<file path="src/rtl/data_muxn_reg.sv">
// data_muxn_reg: N:1 datapath selector with a registered output stage and
// valid/ready handshakes on both sides. Feeds the operand latches of the
// multicycle datapath from register-file / ALU sources.
//
// Build option: define DATA_MUXN_SKID_EN to add a one-word skid register.
// This gives a total capacity of two words and makes in_ready a flop output.
// With the macro undefined, the block is a single stage. In that build
// in_ready is combinational from out_ready.
//
// Handshake: a word moves across an interface on a rising edge where valid
// and ready are both high. valid never waits for ready. Once out_valid is
// high, out_data/out_sel/out_err stay frozen until the word drains.
//
// Out-of-range selects (in_sel >= NUM_INPUTS) are still accepted. They
// produce out_data=0 with out_err=1 and take one output slot like any other
// word.

module data_muxn_reg #(
  parameter int WIDTH      = 16,
  parameter int NUM_INPUTS = 4,
  parameter int SEL_W      = 2
) (
  input  logic                        clk,
  input  logic                        reset,
  input  logic [NUM_INPUTS*WIDTH-1:0] in_data,
  input  logic [SEL_W-1:0]            in_sel,
  input  logic                        in_valid,
  output logic                        in_ready,
  output logic [WIDTH-1:0]            out_data,
  output logic [SEL_W-1:0]            out_sel,
  output logic                        out_err,
  output logic                        out_valid,
  input  logic                        out_ready
);

  // A stored word is packed as {sel, err, data}.
  localparam int WORD_W = WIDTH + SEL_W + 1;

  logic [WIDTH-1:0]  cap_data;
  logic              cap_err;
  logic [WORD_W-1:0] cap_word;

  logic              accept;
  logic              drain;

  logic [WORD_W-1:0] out_word_q;
  logic [WORD_W-1:0] out_word_d;
  logic              out_valid_q;
  logic              out_valid_d;

  // Select the addressed input word. An unmatched select leaves data at zero
  // and flags the error.
  always_comb begin
    cap_data = '0;
    cap_err  = 1'b1;
    for (int k = 0; k < NUM_INPUTS; k++) begin
      if (in_sel == SEL_W'(k)) begin
        cap_data = in_data[k*WIDTH +: WIDTH];
        cap_err  = 1'b0;
      end
    end
  end

  assign cap_word = {in_sel, cap_err, cap_data};
  assign accept   = in_valid & in_ready;
  assign drain    = out_valid_q & out_ready;

`ifdef DATA_MUXN_SKID_EN

  logic [WORD_W-1:0] skid_word_q;
  logic [WORD_W-1:0] skid_word_d;
  logic              skid_valid_q;
  logic              skid_valid_d;
  logic              in_ready_q;

  // in_ready comes straight from a flop, so out_ready never reaches it
  // combinationally.
  assign in_ready = in_ready_q;

  // Route each accepted word to the output stage or to the skid register.
  // The skid always holds the younger word, and it refills the output stage
  // first on the next drain.
  always_comb begin
    out_word_d   = out_word_q;
    out_valid_d  = out_valid_q;
    skid_word_d  = skid_word_q;
    skid_valid_d = skid_valid_q;
    if (skid_valid_q) begin
      if (drain) begin
        out_word_d   = skid_word_q;
        out_valid_d  = 1'b1;
        skid_valid_d = accept;
        if (accept) begin
          skid_word_d = cap_word;
        end
      end
    end else if (accept) begin
      if (!out_valid_q || out_ready) begin
        out_word_d  = cap_word;
        out_valid_d = 1'b1;
      end else begin
        skid_word_d  = cap_word;
        skid_valid_d = 1'b1;
      end
    end else if (drain) begin
      out_valid_d = 1'b0;
    end
  end

  // Skid storage and registered ready. Ready stays low during reset and
  // rises on the first edge after release.
  always_ff @(posedge clk or posedge reset) begin
    if (reset) begin
      skid_word_q  <= '0;
      skid_valid_q <= 1'b0;
      in_ready_q   <= 1'b0;
    end else begin
      skid_word_q  <= skid_word_d;
      skid_valid_q <= skid_valid_d;
      in_ready_q   <= !skid_valid_d;
    end
  end

`else

  // Single stage: accept whenever the output register is empty or is being
  // emptied this cycle.
  assign in_ready = !reset & (!out_valid_q | out_ready);

  // Load on accept. Otherwise go empty on drain. Otherwise hold.
  always_comb begin
    out_word_d  = out_word_q;
    out_valid_d = out_valid_q;
    if (accept) begin
      out_word_d  = cap_word;
      out_valid_d = 1'b1;
    end else if (drain) begin
      out_valid_d = 1'b0;
    end
  end

`endif

  // Output stage register. Reset clears both the word and the valid flag.
  always_ff @(posedge clk or posedge reset) begin
    if (reset) begin
      out_word_q  <= '0;
      out_valid_q <= 1'b0;
    end else begin
      out_word_q  <= out_word_d;
      out_valid_q <= out_valid_d;
    end
  end

  assign {out_sel, out_err, out_data} = out_word_q;
  assign out_valid                    = out_valid_q;

endmodule

</file>
<file path="config.mk">
export PLATFORM = sky130hd
export DESIGN_NAME = data_muxn_reg
export DESIGN_NICKNAME = d
export VERILOG_FILES = /design/src/rtl/data_muxn_reg.sv
export SDC_FILE = /design/constraint.sdc
export NUM_CORES = 1
export LEC_CHECK = 0
export ABC_AREA = 1
export CAP_MARGIN = 20
export CORE_MARGIN = 5
export CORE_UTILIZATION = 37
export CTS_CLUSTER_DIAMETER = 30
export DETAILED_ROUTE_END_ITERATION = 16
export PLACE_DENSITY_LB_ADDON = 0.3
export SLEW_MARGIN = 20
export SYNTH_ARGS = -nofsm -noshare
export SYNTH_HDL_FRONTEND = slang
export SYNTH_SLANG_ARGS = --single-unit
</file>
<file path="constraint.sdc">
create_clock -name clk -period 2.8 [get_ports clk]
set_input_delay 0.56 -clock clk [delete_from_list [all_inputs] [get_ports clk]]
set_output_delay 0.56 -clock clk [all_outputs]
set_load 0.01 [all_outputs]
</file>
* Word-level counts from Yosys, hierarchy flattened
Cells that the tools add are included. W data, S select, Z words.
Word-level totals: bits in registers 20, bits in latches 0, bits in writable memories 0, bits in read-only memories 0, word-level logic and storage cells 23, memories 0
Operators by class: add/subtract/negate cells 0, multiply operators 0, div/mod/pow operators 0, $lt $le $gt $ge 0, eq/ne operators 3, shift operators 0, multiplexer cells 10, bitwise gates (word level) 4, reduce and logical (&&, ||, !) cells 4
Operator list (number):
- $mux W16 | 4
- $mux W1 | 6
- $eq A2 B2 Y1 const B | 2
- $and A1 B1 Y1 | 3
- $eq A2 B1 Y1 const B | 1
- $logic_not A1 Y1 | 2
- $logic_not A2 Y1 | 1
- $reduce_bool A2 Y1 | 1
- $or A1 B1 Y1 | 1

* Longest topological paths before layout
Gate-level depths: netlist of run 1.
depth in word-level cells 5, gate-level depth with buffers 7, mapped depth without buffers 6

* Worst setup path before layout of run 1
OpenSTA, ideal clock, no wires.
kind input -> register, from in reset, to reg out_word_q[10], library setup time 0.116 ns, arrival time 1.618 ns, setup slack 1.066 ns, stages 6, path buffers 2, path through inv_1 -> nand3_1 -> buf_2 -> buf_2 -> nand2_1 -> nand2_1
Between the ends: cells in the longest elaborated chain, start to end 3
Ends and longest elaborated chain:
- start, declared | line 24 | input logic reset,
- $logic_not A1 Y1 (no source line)
- $and A1 B1 Y1 | line 128 | assign in_ready = !reset & (!out_valid_q | out_ready);
- $and A1 B1 Y1 | line 65 | assign accept = in_valid & in_ready;
- end signal, assigned | line 150 | out_word_q <= out_word_d;
- end, declared | line 46 | logic [WORD_W-1:0] out_word_q;
No other way between the ends. A chain may end at the register's enable or synchronous reset.

* Worst setup path after layout of run 1
from in out_ready, to out in_ready
Between the ends: cells in the longest elaborated chain, start to end 2
Ends and longest elaborated chain:
- start, declared | line 33 | input logic out_ready
- $or A1 B1 Y1 | line 128
- $and A1 B1 Y1 | line 128
- end, declared | line 28 | output logic in_ready,
No other way between the ends.

==> flow_metrics.tcl, run 1 <==
set metrics [dict create \
    grt_pass1_wl_mm 6.575 \
    drt_wl_total_mm 4.227 \
    finalSetupViolCount 0 \
    min_period_over_period 0.8168 \
    drv_slew 0 \
    die_h_um 68.24 \
    crit_fanout 2 \
    hp-class "flip-flop to flip-flop" \
    fin_worst_skew_ns 0.005760 \
    fin_setup_tns_ns 0 \
    layout.nets 349 \
    start_util 0.3791 \
    p_leak_nw 1.021 \
    max_freq_mhz 437.3 \
    cts-root-buf "clkbuf_4" \
    syn_area_per_cell_um2 6.536 \
    cts-resized-gates 0 \
    htree_levels 1 \
    holdBufCountCts 0 \
    maxSlewHeadroom 0.5855 \
    grt_max_degree 39 \
    cts_setup_buffers 0 \
    crit_required_ns 2.24 \
    synth_top_area_cell "dfrtp_1" \
    synthTopCellsByArea "dfrtp_1 40%, nand2_1 21%, nand3_1 13%, nor2_1 9.6%, o21ai_0 7.2%" \
    mostFrequentLayoutCells "90 x clkdlybuf4s50_1, 69 x nand2_1, 33 x nand3_1" \
    start_kind "input port" \
    path_clk_slew_ns 0.12 \
    port_buffers 90 \
    ys_seq_area_frac 0.3988 \
    synth_top_area_frac 0.3988 \
    cts_tree "yes" \
    grt.total_usage 0.1862 \
    diodes 0 \
    rsz0062_at_grt "false" \
    dr.pass1.iters 4 \
    clock_latency_ns 0.30 \
    final_hold_viol_count 0 \
    finish.utilization 0.6648 \
    postSynthCellCount 192 \
    ys_ff_latch 20 \
    status "finished clean" \
    synthToLayoutAreaGrowth_pct 75.37 \
    layout_commonest_cell "clkdlybuf4s50_1" \
    maxCapViolCount 0 \
    die-area_um2 4657 \
    power_density_nw_per_um2 397.3 \
    die_w_um 68.24 \
    vdd_drop_max_mv 0.1994 \
    post-route-min-period_ns 2.287 \
    fill_cells 313 \
    crit_path_cell_trace "clkdlybuf4s50_1 > inv_1 > a21oi_1 > clkdlybuf4s50_1" \
    grt_pass1_vias 1497 \
    ys.warnings.count 0 \
    synthesis.area_um2 1255 \
    slowest_delay_ns 0.55 \
    cp_top_family "buffers and inverters" \
    cts.sinks 20 \
    synth_nets 262 \
    routedWlPerCell_um 13.05 \
    ant_nets 0 \
    vias 1545 \
    drive_gt1_frac 0.03957 \
    gr-total-overflow 0 \
    cts_buffers 3 \
    clk_path_buf_depth 2 \
    design.core.area_um2 3311 \
    dr.first_iter.drc_count 58 \
    cp.arrival_ns 1.73 \
    tightest_slew_ns 0.6199 \
    cpMostUsedCell "clkdlybuf4s50_1" \
    critPathKind "input port to output port" \
    viasPerCell 4.769 \
    reg2reg_setup_slack_ns 1.62 \
    drc_errors 0 \
    num_rows 21 \
    antenna_found_initial 0 \
    slowest_stage "clkdlybuf4s50_1" \
    place.gp.congestion 0.7339 \
    setup.worst_path.end_class "output port" \
    hpwl_mm 3.238 \
    synth_cell_types 14 \
    crit_buf_inv 3 \
    io_pins 91 \
]
flip-flops by register name (all words and copies together), names as in the netlist:
register	cells
out_word_q	19
out_valid	1
stage by stage:
stage | total power, mW | cell area (um2) | worst slack, ns | cells | hold WS, ns
CTS | 0.8852 | 2201 | 0.4985 | 324 | 0.4956
detailed placement | 0.7119 | 2165 | 0.5013 | 320 | 0.4650
finish | 0.8744 | 2201 | 0.5130 | 324 | 0.4923
global placement | 0.7059 | 2165 | 0.5362 | 320 | 0.4516
global route | 0.9335 | 2201 | 0.4419 | 324 | 0.5138
floorplan | 0.4940 | 1255 | 1.066 | 192 | 0.5028
path summary, 6_finish.rpt:
kind                                      startpoint                        end  cells after the start
setup reg to reg               out_valid$_DFFE_PP0P_  out_word_q[4]$_DFFE_PP0P_                      6
min in group asynchronous                      reset      out_valid$_DFFE_PP0P_                      3
max in group asynchronous                      reset  out_word_q[3]$_DFFE_PP0P_                      3
hold / removal             out_word_q[7]$_DFFE_PP0P_  out_word_q[7]$_DFFE_PP0P_                      2
hold reg to reg            out_word_q[7]$_DFFE_PP0P_  out_word_q[7]$_DFFE_PP0P_                      2
setup / recovery                           out_ready                   in_ready                      4
cell families after synthesis:
kind of cell / share of synthesized area
and+or+nand+nor: 0.4477
DFF: 0.3988
AOI/OAI and AO/OA: 0.07577
buffers and inverters: 0.07776
area by class of cell:
| class | count | area (um2) | share of cell area |
|---|---|---|---|
| Clock buffer | 4 | 36.28 | 0.01649 |
| Timing Repair Buffer | 94 | 930.9 | 0.4230 |
| Multi-Input combinational cell | 155 | 656.9 | 0.2985 |
| Inverter | 5 | 18.77 | 0.008528 |
| Tap cell | 46 | 57.56 | 0.02615 |
| Sequential cell | 20 | 500.5 | 0.2274 |
worst register-to-register path: cells and delay by family (launching register included):
family | cells | cell delay, ns
buffers and inverters | 1 | 0.34
flip-flops | 1 | 0.38
AND/OR/NAND/NOR | 5 | 0.35
cells in the mapped netlist:
| library cell | instances |
|---|---|
| a21oi_1 | 1 |
| buf_6 | 2 |
| buf_2 | 6 |
| inv_1 | 4 |
| clkbuf_1 | 1 |
| buf_4 | 3 |
| inv_2 | 1 |
| nand2_2 | 1 |
| nor2_1 | 32 |
| dfrtp_1 | 20 |
| nor2_4 | 1 |
| nand3_1 | 33 |
| nand2_1 | 69 |
| o21ai_0 | 18 |
power by group:
group / total [mW] / leakage [nW] / switching (mW) / internal, mW
logic: 0.343 / 0.750 / 0.138 / 0.205
clock network: 0.171 / 0.0210 / 0.0920 / 0.0792
registers: 0.360 / 0.251 / 0.0249 / 0.335
per-layer routing:
layer | up-vias | GRT usage | wire length, um
met5 | - | 0 | 0
met2 | 46 | 0.3466 | 2231
li1 | 786 | - | -
met4 | 0 | 0.07940 | 92
met3 | 6 | 0.02956 | 235
met1 | 707 | 0.2062 | 1668
Power figures use the tool's default switching activity.
==> run 2: changes to the inputs <==
- CORE_UTILIZATION: 37 -> 31
- clock period: 2.8 -> 1.9 ns (I/O delays scaled with it)
==> run 2 against run 1 <==
Combinational power grew 50%; clock power up 90%; utilization shrank 9.7 points; sequential share of layout area decreased by 0.53 points; critical path type unchanged; critical path depth did not move; register-to-register slack lost 0.79 ns; hold slack got worse by 0.012 ns; worst setup slack worse by 0.25 ns; die area rose by 16%.
==> flow_metrics.tcl, run 2 (synthesized netlist as in run 1, its figures left out) <==
set metrics [dict create \
    status "finished clean" \
    synthToLayoutAreaGrowth_pct 79.56 \
    grt_pass1_vias 1514 \
    dp_slack_ns -0.03737 \
    grt.total_usage 0.1643 \
    drt_wl_total_mm 4.366 \
    dr.first_iter.drc_count 65 \
    slowest_stage "clkdlybuf4s50_1" \
    placed_area_um2 2200 \
    place.gp.congestion 0.7507 \
    crit_fanout 2 \
    min_period_over_period 0.8627 \
    crit_path_cell_trace "clkdlybuf4s50_1 > inv_1 > a21oi_1 > dlygate4sd2_1" \
    cts_setup_buffers 0 \
    drv_slew 0 \
    critPathKind "input port to output port" \
    maxCapViolCount 0 \
    comb_power_share 0.375 \
    io_pins 91 \
    cts-root-buf "clkbuf_8" \
    diodes 0 \
    power_density_nw_per_um2 607.6 \
    grt_max_degree 21 \
    setup_slack_ns 0.2609 \
    final_hold_viol_count 0 \
    die-area_um2 5421 \
    drc_errors 0 \
    maxSlewHeadroom 0.7232 \
    finalSetupViolCount 0 \
    ant_nets 0 \
    clk_path_buf_depth 2 \
    cts_tree "yes" \
    tightest_slew_ns 0.4142 \
    post-route-min-period_ns 1.639 \
    max_freq_mhz 610.1 \
    cts_buffers 3 \
    hp-class "flip-flop to flip-flop" \
    largest_register_ffs 19 \
    die_h_um 73.63 \
    drive_gt1_frac 0.05319 \
    fin_worst_skew_ns 0.001234 \
    hpwl_mm 3.353 \
    cp_top_family "buffers and inverters" \
    p_switching_uw 383.6 \
    start_kind "input port" \
    dr.pass1.iters 4 \
    port_buffers 90 \
    gr-total-overflow 0 \
    routedWlPerCell_um 13.15 \
    setup.worst_path.end_class "output port" \
    num_rows 23 \
    layout.nets 353 \
    reg2reg_setup_slack_ns 0.83 \
    rsz0062_at_grt "false" \
    fill_cells 380 \
    design.core.area_um2 3971 \
    start_util 0.3160 \
    power_frac_seq 0.387 \
    grt_pass1_wl_mm 6.941 \
    path_clk_slew_ns 0.08 \
    regMostFlops "out_word_q" \
    htree_levels 1 \
    die_w_um 73.63 \
    dp_cells 328 \
    vias 1532 \
    clock_latency_ns 0.25 \
    p_clk_frac 0.238 \
    slowest_delay_ns 0.45 \
    crit_buf_inv 3 \
    viasPerCell 4.614 \
    swShare 0.2802 \
    antenna_found_initial 0 \
    mostFrequentLayoutCells "89 x clkdlybuf4s50_1, 69 x nand2_1, 33 x nand3_1" \
    layout_commonest_cell "clkdlybuf4s50_1" \
    intPower_uw 985.5 \
    vdd_drop_max_mv 0.2767 \
    p_leak_nw 1.050 \
    post-route-cell-area_um2 2253 \
    instances_no_fill 332 \
    cp.arrival_ns 1.26 \
    cts.sinks 20 \
    crit_required_ns 1.52 \
]
## run 2: changes by cell type in the layout (fill, tap and decap cells not counted), sizes merged
cell	change
buf	+4
clkdlybuf4s50	-1
dlygate4sd2	+1
## run 2: power groups by stage
| stage | logic, mW | registers [mW] | clock network (mW) |
|---|---|---|---|
| after CTS | 0.520 | 0.531 | 0.344 |
| after global placement | 0.514 | 0.535 | 0 |
| after floorplan | 0.157 | 0.571 | 0 |
| after detailed placement | 0.520 | 0.538 | 0 |
| after global routing | 0.565 | 0.539 | 0.361 |
| final | 0.513 | 0.530 | 0.325 |
## run 2: final timing paths
path	from	endpoint	cells past startpoint
setup / recovery	out_ready	in_ready	4
hold / removal	out_word_q[14]$_DFFE_PP0P_	out_word_q[14]$_DFFE_PP0P_	2
setup reg to reg	out_valid$_DFFE_PP0P_	out_word_q[12]$_DFFE_PP0P_	6
hold reg to reg	out_word_q[14]$_DFFE_PP0P_	out_word_q[14]$_DFFE_PP0P_	2
max in group asynchronous	reset	out_word_q[14]$_DFFE_PP0P_	3
min in group asynchronous	reset	out_word_q[1]$_DFFE_PP0P_	3
## run 2: per-stage QoR
stage	power, mW	hold slack, ns	TNS (ns)	utilization
after detailed placement	1.059	0.4636	-0.03737	0.5539
final	1.369	0.4803	0	0.5674
after global routing	1.466	0.4990	0	0.5674
after CTS	1.395	0.4855	0	0.5674
after global placement	1.049	0.4546	-0.008937	0.5539
after floorplan	0.7280	0.3525	0	-
## run 2: cell type report
| cell class | count | area (um2) | share of cell area |
|---|---|---|---|
| tap | 50 | 62.56 | 0.02776 |
| multi-input combinational | 155 | 656.9 | 0.2915 |
| sequential | 20 | 500.5 | 0.2221 |
| timing repair buffer | 98 | 959.7 | 0.4259 |
| clock buffer | 4 | 55.05 | 0.02443 |
| inverter | 5 | 18.77 | 0.008329 |
## run 2: repair_timing
item                                    4_1_cts  5_1_grt
endpoints found under the setup margin        1        0
hold buffers                                  0        0
resized for setup                             1        0
## run 2: worst min-delay path: cells and delay by family (launching register included)
family           cells  cell delay, ns
DFF                  1            0.34
and+or+nand+nor      2            0.10
## run 2: layer usage
metal | global-route usage | vias to the layer above | share of wire
met1 | 0.1953 | 682 | 0.40
met2 | 0.2953 | 49 | 0.52
met3 | 0.02736 | 6 | 0.064
met4 | 0.05634 | 0 | 0.016
met5 | 0 | - | 0
li1 | - | 795 | -
